**config.mk**
```make
export PLATFORM = sky130hd
export DESIGN_NAME = cam_lookup_ctrl
export DESIGN_NICKNAME = d
export VERILOG_FILES = /design/src/rtl/cam_pkg.sv /design/src/rtl/free_slot_enc.sv /design/src/rtl/cam_lookup_ctrl.sv
export SDC_FILE = /design/constraint.sdc
export NUM_CORES = 1
export LEC_CHECK = 0
export CAP_MARGIN = 20
export CELL_PAD_IN_SITES_DETAIL_PLACEMENT = 2
export CELL_PAD_IN_SITES_GLOBAL_PLACEMENT = 2
export CORE_AREA = 2 2 118 109
export DETAILED_ROUTE_END_ITERATION = 10
export DIE_AREA = 0 0 120 111
export PLACE_DENSITY = 0.95
export SYNTH_ARGS = -nofsm -noshare
export SYNTH_HDL_FRONTEND = slang
export SYNTH_SLANG_ARGS = --single-unit
```
**constraint.sdc**
```tcl
create_clock -name clk -period 4.4 [get_ports clk]
set_clock_uncertainty 0.1 [all_clocks]
set_input_delay 0.44 -clock clk [delete_from_list [all_inputs] [get_ports clk]]
set_output_delay 0.44 -clock clk [all_outputs]
set_load 0.02 [all_outputs]
```
**src/rtl/cam_pkg.sv**
```systemverilog
// Shared definitions for the CAM request controller: op codes, FSM states
// and the reserved key value that the CAM uses to mark empty slots.
package cam_pkg;

    localparam logic [1:0] OP_LOOKUP = 2'b00;
    localparam logic [1:0] OP_INSERT = 2'b01;
    localparam logic [1:0] OP_DELETE = 2'b10;
    localparam logic [1:0] OP_RSVD   = 2'b11;

    // Empty CAM slots hold this value, so it can never be a client key.
    localparam int unsigned RESERVED_KEY = 32'd0;

    typedef enum logic [2:0] {
        ST_IDLE  = 3'd0,
        ST_SRCH  = 3'd1,
        ST_CAPT  = 3'd2,
        ST_WRITE = 3'd3,
        ST_RESP  = 3'd4
    } state_t;

endpackage

```
**src/rtl/free_slot_enc.sv**
```systemverilog
// Lowest-index priority encoder over a free-slot mask; any_free flags
// that at least one slot is available.
module free_slot_enc #(
    parameter int N  = 16,
    parameter int AW = $clog2(N)
) (
    input  logic [N-1:0]  free_mask,
    output logic [AW-1:0] free_idx,
    output logic          any_free
);

    logic [AW-1:0] idx_s;
    logic          any_s;

    // Scan upward and keep the first set bit seen
    always_comb begin
        idx_s = '0;
        any_s = 1'b0;
        for (int i = 0; i < N; i++) begin
            idx_s = (free_mask[i] && !any_s) ? AW'(i) : idx_s;
            any_s = any_s | free_mask[i];
        end
    end

    assign free_idx = idx_s;
    assign any_free = any_s;

endmodule

```
**src/rtl/cam_lookup_ctrl.sv**
```systemverilog
// Request-side controller for a tcam: sequences search/capture and write
// cycles for LOOKUP/INSERT/DELETE, tracks slot occupancy, and returns one
// response per request.
module cam_lookup_ctrl
    import cam_pkg::*;
#(
    parameter int MEM_SIZE   = 16,
    parameter int MEM_LENGTH = 16,
    localparam int AW = $clog2(MEM_SIZE)
) (
    input  logic                  clk,
    input  logic                  rstN,
    input  logic                  req_valid,
    output logic                  req_ready,
    input  logic [1:0]            req_op,
    input  logic [MEM_LENGTH-1:0] req_key,
    input  logic [AW-1:0]         req_addr,
    output logic                  rsp_valid,
    input  logic                  rsp_ready,
    output logic                  rsp_hit,
    output logic [AW-1:0]         rsp_addr,
    output logic                  rsp_err,
    output logic [AW:0]           occupancy,
    output logic                  cam_we,
    output logic [AW-1:0]         cam_waddr,
    output logic [MEM_LENGTH-1:0] cam_data,
    output logic                  cam_search,
    input  logic [AW-1:0]         cam_saddr,
    input  logic [MEM_LENGTH-1:0] cam_sdata,
    input  logic                  cam_found
);

    localparam int OCC_W = AW + 1;

    state_t                state_r;
    logic [1:0]            op_r;
    logic [MEM_LENGTH-1:0] key_r;
    logic [AW-1:0]         addr_r;
    logic [MEM_SIZE-1:0]   valid_r;
    logic [OCC_W-1:0]      occ_r;
    logic                  req_ready_r;
    logic                  rsp_valid_r;
    logic                  rsp_hit_r;
    logic [AW-1:0]         rsp_addr_r;
    logic                  rsp_err_r;
    logic                  cam_we_r;
    logic [AW-1:0]         cam_waddr_r;
    logic [MEM_LENGTH-1:0] cam_data_r;
    logic                  cam_search_r;

    logic [MEM_SIZE-1:0]   free_mask_s;
    logic [AW-1:0]         free_idx_s;
    logic                  any_free_s;
    logic                  hit_s;
    logic                  key_rsvd_s;
    logic                  req_err_s;

    assign free_mask_s = ~valid_r;

    free_slot_enc #(
        .N  (MEM_SIZE),
        .AW (AW)
    ) u_free_slot_enc (
        .free_mask (free_mask_s),
        .free_idx  (free_idx_s),
        .any_free  (any_free_s)
    );

    // A match only counts if the slot is live and the CAM returned our key
    assign hit_s = cam_found & valid_r[cam_saddr] & (cam_sdata == key_r);

    assign key_rsvd_s = (req_key == MEM_LENGTH'(RESERVED_KEY));

    // Errors that can be decided the moment a request is accepted
    always_comb begin
        req_err_s = 1'b0;
        case (req_op)
            OP_LOOKUP: req_err_s = key_rsvd_s;
            OP_INSERT: req_err_s = key_rsvd_s;
            OP_DELETE: req_err_s = ~valid_r[req_addr];
            default:   req_err_s = 1'b1;
        endcase
    end

    // Request sequencing FSM; also owns the bitmap, occupancy and all outputs
    always_ff @(posedge clk or negedge rstN) begin
        if (!rstN) begin
            state_r      <= ST_IDLE;
            op_r         <= OP_LOOKUP;
            key_r        <= '0;
            addr_r       <= '0;
            valid_r      <= '0;
            occ_r        <= '0;
            req_ready_r  <= 1'b0;
            rsp_valid_r  <= 1'b0;
            rsp_hit_r    <= 1'b0;
            rsp_addr_r   <= '0;
            rsp_err_r    <= 1'b0;
            cam_we_r     <= 1'b0;
            cam_waddr_r  <= '0;
            cam_data_r   <= '0;
            cam_search_r <= 1'b0;
        end else begin
            case (state_r)
                ST_IDLE: begin
                    req_ready_r <= 1'b1;
                    if (req_valid && req_ready_r) begin
                        op_r        <= req_op;
                        key_r       <= req_key;
                        addr_r      <= req_addr;
                        req_ready_r <= 1'b0;
                        if (req_err_s) begin
                            state_r     <= ST_RESP;
                            rsp_valid_r <= 1'b1;
                            rsp_hit_r   <= 1'b0;
                            rsp_addr_r  <= '0;
                            rsp_err_r   <= 1'b1;
                        end else if (req_op == OP_DELETE) begin
                            state_r     <= ST_WRITE;
                            cam_we_r    <= 1'b1;
                            cam_waddr_r <= req_addr;
                            cam_data_r  <= '0;
                        end else begin
                            state_r      <= ST_SRCH;
                            cam_search_r <= 1'b1;
                            cam_data_r   <= req_key;
                        end
                    end
                end
                ST_SRCH: begin
                    state_r <= ST_CAPT;
                end
                ST_CAPT: begin
                    cam_search_r <= 1'b0;
                    if (op_r == OP_INSERT && !hit_s && any_free_s) begin
                        // cam_data_r still holds the key to be written
                        state_r     <= ST_WRITE;
                        cam_we_r    <= 1'b1;
                        cam_waddr_r <= free_idx_s;
                    end else begin
                        state_r     <= ST_RESP;
                        rsp_valid_r <= 1'b1;
                        cam_data_r  <= '0;
                        if (op_r == OP_LOOKUP) begin
                            rsp_hit_r  <= hit_s;
                            rsp_addr_r <= hit_s ? cam_saddr : '0;
                            rsp_err_r  <= 1'b0;
                        end else if (op_r == OP_INSERT && hit_s) begin
                            rsp_hit_r  <= 1'b1;
                            rsp_addr_r <= cam_saddr;
                            rsp_err_r  <= 1'b0;
                        end else begin
                            rsp_hit_r  <= 1'b0;
                            rsp_addr_r <= '0;
                            rsp_err_r  <= 1'b1;
                        end
                    end
                end
                ST_WRITE: begin
                    cam_we_r    <= 1'b0;
                    cam_data_r  <= '0;
                    state_r     <= ST_RESP;
                    rsp_valid_r <= 1'b1;
                    rsp_hit_r   <= 1'b0;
                    rsp_err_r   <= 1'b0;
                    if (op_r == OP_INSERT) begin
                        valid_r[cam_waddr_r] <= 1'b1;
                        rsp_addr_r           <= cam_waddr_r;
                        if (occ_r < OCC_W'(MEM_SIZE)) begin
                            occ_r <= occ_r + OCC_W'(1);
                        end
                    end else begin
                        valid_r[addr_r] <= 1'b0;
                        rsp_addr_r      <= addr_r;
                        if (occ_r != OCC_W'(0)) begin
                            occ_r <= occ_r - OCC_W'(1);
                        end
                    end
                end
                ST_RESP: begin
                    if (rsp_ready) begin
                        state_r     <= ST_IDLE;
                        req_ready_r <= 1'b1;
                        rsp_valid_r <= 1'b0;
                        rsp_hit_r   <= 1'b0;
                        rsp_addr_r  <= '0;
                        rsp_err_r   <= 1'b0;
                    end
                end
                default: begin
                    state_r      <= ST_IDLE;
                    req_ready_r  <= 1'b0;
                    rsp_valid_r  <= 1'b0;
                    cam_we_r     <= 1'b0;
                    cam_search_r <= 1'b0;
                end
            endcase
        end
    end

    assign req_ready  = req_ready_r;
    assign rsp_valid  = rsp_valid_r;
    assign rsp_hit    = rsp_hit_r;
    assign rsp_addr   = rsp_addr_r;
    assign rsp_err    = rsp_err_r;
    assign occupancy  = occ_r;
    assign cam_we     = cam_we_r;
    assign cam_waddr  = cam_waddr_r;
    assign cam_data   = cam_data_r;
    assign cam_search = cam_search_r;

endmodule

```
---- Word-level counts from Yosys, hierarchy flattened ----
Index checks and enable logic that the tools add are counted.
Widths: inputs -> output; s select.
cells by class
  add/subtract/negate cells ............... 2
  multipliers ............................. 0
  div/mod/pow operators ................... 0
  $lt $le $gt $ge ......................... 7
  equality and inequality tests ........... 17
  shifts and indexed selects .............. 0
  multiplexer cells ....................... 80
  bitwise logic cells ..................... 26
  reduce and logical (&&, ||, !) cells .... 60
operators by type and width
  kind                count
  $mux 4              26
  $mux 16             5
  $pmux 16 s3         1
  $not 16->16         2
  $mux 1              26
  $logic_and 1x1->1   21
  $lt 4x5->1 const B  4
  $reduce_and 5->1    4
  $and 16x16->16      1
  $eq 16x16->1        1
  $logic_not 1->1     16
  $logic_not 16->1    1
  $ne 2x2->1 const B  8
  $or 16x16->16       1
  $pmux 4 s4          1
  $mux 5              3
  $or 1x1->1          15
  $pmux 3 s5          1
  $mux 3              4
  $bmux 1 s4          2
  $demux 1 s4         2
  $ge 4x1->1 const B  2
  $pmux 1 s4          2
  $pmux 4 s2          1
  26 further kinds    42
storage, ports and cells
  register bits ........................... 76
  latch bits .............................. 0
  memory bits (writable) .................. 0
  ROM bits ................................ 0
  word-level logic and storage cells ...... 207
  memories kept ........................... 0

---- Logic depth before layout (Yosys ltp) ----
  word-level depth ........................ 20
  depth in mapped cells ................... 10

---- Modules after synthesis ----
From an unflattened synthesis, not the netlist that was laid out.
second synthesis, totals
  cells, all modules ...................... 410
  area, all modules ....................... 4127.7 sq um
modules (own cells, without submodules)
  module           times used  cells each  area an instance (sq um)
  cam_lookup_ctrl  1           380         3943.8
  free_slot_enc    1           30          183.9

---- Worst setup path before layout ----
No wires, ideal clock.
  path type ............................... input to register
  start ................................... input port req_addr[2]
  end ..................................... register cam_data_r[10] (netlist: cam_data[10])
  setup time .............................. 0.119 ns
  data arrival time ....................... 2.342 ns
  required time ........................... 4.181 ns
  slack ................................... 1.840 ns
  cell stages on the path ................. 8
  cell sequence ........................... buf_6 -> mux4_2 -> nor2_1 -> or4b_4 -> a311oi_4 -> o21ai_4 -> buf_6 -> a21bo_1
between the ends
  cells in the longest elaborated chain, start to end .. 6
ends and longest elaborated chain
  element                       line                    RTL
  start: declaration            cam_lookup_ctrl.sv:17   input logic [AW-1:0] req_addr,
  $bmux 1 s4                    cam_lookup_ctrl.sv:80   OP_DELETE: req_err_s = ~valid_r[req_addr];
  $mux 1 (implied by the code)  cam_lookup_ctrl.sv:80
  $not 1->1                     cam_lookup_ctrl.sv:80
  $pmux 1 s2                    cam_lookup_ctrl.sv:77   case (req_op)
  $ne 2x2->1 (no line)          -
  $reduce_and 4->1 (no line)    -
  end signal: assignment        cam_lookup_ctrl.sv:126  cam_data_r <= req_key;
  end: declaration              cam_lookup_ctrl.sv:48   logic [MEM_LENGTH-1:0] cam_data_r;
No other way between the ends. The select of a mux whose other input is x is not followed.
A chain may end at the register's enable or synchronous reset.

---- Final worst setup path ----
  start ................................... input port req_op[0]
  end ..................................... register cam_data_r[4] (netlist: cam_data[4])
between the ends
  cells in the longest elaborated chain, start to end .. 5
  elaborated cells between the ends (all ways) .. 11
  classes of those cells .................. eq/ne: 3; mux: 5; reduce/logical: 3
ends and longest elaborated chain
  element                                                           line                                           RTL
  start: declaration                                                cam_lookup_ctrl.sv:15                          input logic [1:0] req_op,
  $eq 2x1->1 (tied with other cells)                                cam_lookup_ctrl.sv:77
  $reduce_or 2->1 (no line) / $mux 16 (equally long branches)       -
  $pmux 1 s2 / $mux 16 (equally long branches)                      cam_lookup_ctrl.sv:77, cam_lookup_ctrl.sv:112
  $ne 2x2->1 (no line) / $mux 16 (equally long branches)            -
  $reduce_and 4->1 (no line) / $pmux 16 s3 (equally long branches)  -
Several ways; a longest one is shown, not always the timed one. The select of a mux whose other input is x is not followed.

==> flow_metrics.tcl <==
set metrics [dict create \
    cts_tree "yes" \
    hold_path.class "in -> async" \
    clk_pin_slew_ns 0.07 \
    via_per_inst 5.88 \
    gp_congestion 0.929 \
    synth-seq-cells 76 \
    drive_above_1_share_pct 13.3 \
    drt_iter0_drc 288 \
    antennaDiodeCount 0 \
    finalSetupViolations 0 \
    synth_flop_cell "dfrtp_1" \
    postPlaceCellArea_mm2 0.00518 \
    path_cells "clkdlybuf4s50_1 > nand2b_1 > a211oi_1 > nand3_1 > a311oi_4 > o21ai_4 > a21bo_2" \
    crit_path_start_kind "primary input" \
    cp-end-kind "flip-flop" \
    grtUsageTotal_pct 26.9 \
    fill_cells 1273 \
    fin_cells 653 \
    fp-row-count 39 \
    critical_path_required_ns 4.54 \
    slew_violations 0 \
    swShare_pct 41.7 \
    dp_hpwl_mm 11.9 \
    p_int_mw 2.06 \
    dp_slack_ns 0.603 \
    initial_core_util_pct 34.9 \
    finalCriticalPeriod_ns 3.66 \
    die_area_mm2 0.0133 \
    first_global_vias 4427 \
    cpMaxStageDelayCell "a311oi_4" \
    wl_per_cell_um 26.1 \
    peakVddDrop_mv 0.213 \
    post_cts_buffers 0 \
    seqPwrFrac_pct 37.3 \
    root_buffer "clkbuf_16" \
    synthCells 409 \
    yosysWarnings 0 \
    combPwrFrac_pct 42.9 \
    drcViolationCount 0 \
    async_flop_share_pct 100 \
    htreeDepth 3 \
    rsz0062_at_grt "false" \
    r2r_slack_ns 1.25 \
    drt-total-wl_mm 17.0 \
    port-buffer-count 81 \
    p_leak_nw 2.25 \
    overflow 0 \
    design_area_mm2 0.00544 \
    hold_viol 0 \
    ant_nets 0 \
    r2r_start "state_r[2]$_DFFE_PN0P_" \
    worstSetupPathType "in -> reg" \
    fin_util_pct 44.4 \
    area_growth_pct 27.5 \
    clkPwrFrac_pct 19.8 \
    final_net_count 535 \
    synth_seq_area_share_pct 44.5 \
    io_pins 82 \
    fp.coreArea_mm2 0.0122 \
    grt_max_degree 77 \
    p_switching_mw 1.47 \
    clk-insertion-delay-late_ns 0.36 \
    die_width_um 120 \
    multi_input_area_mm2 0.00221 \
    synth_nets 460 \
    status "completed" \
    tns_ns 0 \
    tightest_slew_ns 1.01 \
    hold_buffers 0 \
    num_vias 3839 \
    ctsResizeCount 0 \
    ys_types 58 \
    ff_latch_area_mm2 0.00190 \
    cpPeakStageDelay_ns 0.86 \
    avgSynthCellArea_um2 10.4 \
    synth_edf_count 0 \
    slew_headroom_pct 32.6 \
    dp_cells 637 \
    cts-buffers-inserted 9 \
    crit_start "req_op[0]" \
    grt_pass1_wl_mm 26.9 \
    post-route-period-util_pct 83.2 \
    setup_slack_ns 0.738 \
    cts_sinks 76 \
    max_freq_mhz 273 \
    ctsLongestPathBuffers 2 \
    drt_first_pass_iters 4 \
    fin_total_pwr_mw 3.53 \
    drv_cap 0 \
    critPathArrivalTime_ns 3.80 \
    power_density_mw_per_mm2 649 \
    whs_ns 0.109 \
    fp.dieH_um 111 \
    syn-cell-area_mm2 0.00427 \
    grt_antenna_before_repair 0 \
    crit_fanout 19 \
]
cells in the mapped netlist, drive strengths merged, types with 6 or more instances:
library cell,count,area (µm²)
nand4,22,138
a31oi,13,81.3
inv,10,37.5
nand2,32,120
nor2,23,86.3
nand3,8,40.0
xor2,8,70.1
a21oi,30,150
o21ai,19,110
clkbuf,13,56.3
buf,6,63.8
a21bo,16,160
nor3,12,60.1
mux4,6,139
xnor2,12,105
mux2,27,304
dfrtp,76,1900
mux2i,7,70.1
nor2b,9,56.3
layout by cell type, fill, tap and decap left out, types with 4 or more instances in the layout:
| cell type | synthesis | routed |
|---|---|---|
| nor3_1 | 12 | 12 |
| nand4_1 | 22 | 22 |
| a21oi_1 | 30 | 30 |
| o21ai_0 | 17 | 17 |
| dfrtp_1 | 76 | 76 |
| clkbuf_1 | 11 | 4 |
| a31oi_1 | 13 | 13 |
| inv_1 | 9 | 9 |
| a21bo_2 | 6 | 6 |
| nand3_1 | 8 | 8 |
| a21bo_1 | 10 | 10 |
| a221o_1 | 4 | 4 |
| mux2i_1 | 7 | 7 |
| clkbuf_16 | 0 | 9 |
| mux2_2 | 27 | 27 |
| clkdlybuf4s50_1 | 0 | 80 |
| nor4_1 | 5 | 5 |
| nor2b_1 | 9 | 9 |
| xor2_1 | 8 | 8 |
| nand2b_1 | 5 | 5 |
| xnor2_1 | 12 | 12 |
| nand2_1 | 32 | 32 |
| mux4_2 | 5 | 5 |
| nor2_1 | 23 | 23 |
kinds of logic (layout without fill, tap and decap cells):
group                      after synthesis  after routing  share of synthesized area [%]
AOI/OAI and AO/OA                      107            107                           18.0
buffers and inverters                   29            109                           3.69
xor gates and xnor gates                20             20                           4.10
and+or+nand+nor                        133            133                           16.3
muxes                                   40             40                           12.0
DFF                                     76             76                           44.5
adders and majority gates                4              4                           1.35
critical path: cells and delay by family:
kind	cells	cell delay (ns)
AO/OA/AOI/OAI	4	2.03
AND/OR/NAND/NOR	2	0.85
buffers and inverters	1	0.46
layout make-up:
| type | instances | share of cell area (%) |
|---|---|---|
| clock buffer | 14 | 4.67 |
| tap | 164 | 3.77 |
| timing repair buffer | 83 | 15.1 |
| sequential | 76 | 34.9 |
| multi-input combinational | 304 | 40.6 |
| inverter | 10 | 0.690 |
| clock inverter | 2 | 0.184 |
power groups by stage:
stage	Combinational (mW)	Sequential, mW	Clock, mW
6_report	1.52	1.32	0.700
5_1_grt	1.62	1.35	0.737
4_1_cts	1.52	1.31	0.710
3_5_place_dp	1.47	1.30	0
3_3_place_gp	1.35	1.28	0
2_1_floorplan	0.843	1.28	0
flip-flops by register name, indices dropped and copies added, names as in the netlist, 2 cells and up:
signal / count
cam_waddr: 4
state_r: 3
rsp_addr: 4
occupancy: 5
key_r: 16
valid_r: 16
op_r: 2
addr_r: 4
cam_data: 16
final timing paths:
path	endpoint	cells after the start
hold / removal	key_r[10]$_DFFE_PN0P_	1
max in group asynchronous	cam_data[7]$_DFFE_PN0P_	1
setup / recovery	cam_data[4]$_DFFE_PN0P_	7
min in group clk	rsp_hit$_DFFE_PN0P_	1
hold reg to reg	rsp_hit$_DFFE_PN0P_	1
setup reg to reg	cam_waddr[2]$_DFFE_PN0P_	5
per-layer routing:
metal  GRT usage, %  routed length, µm
met5              0                  0
met2           47.0               8880
met4           10.4                541
met1           32.5               6860
met3           4.99                745
(Power assumes the default switching activity.)
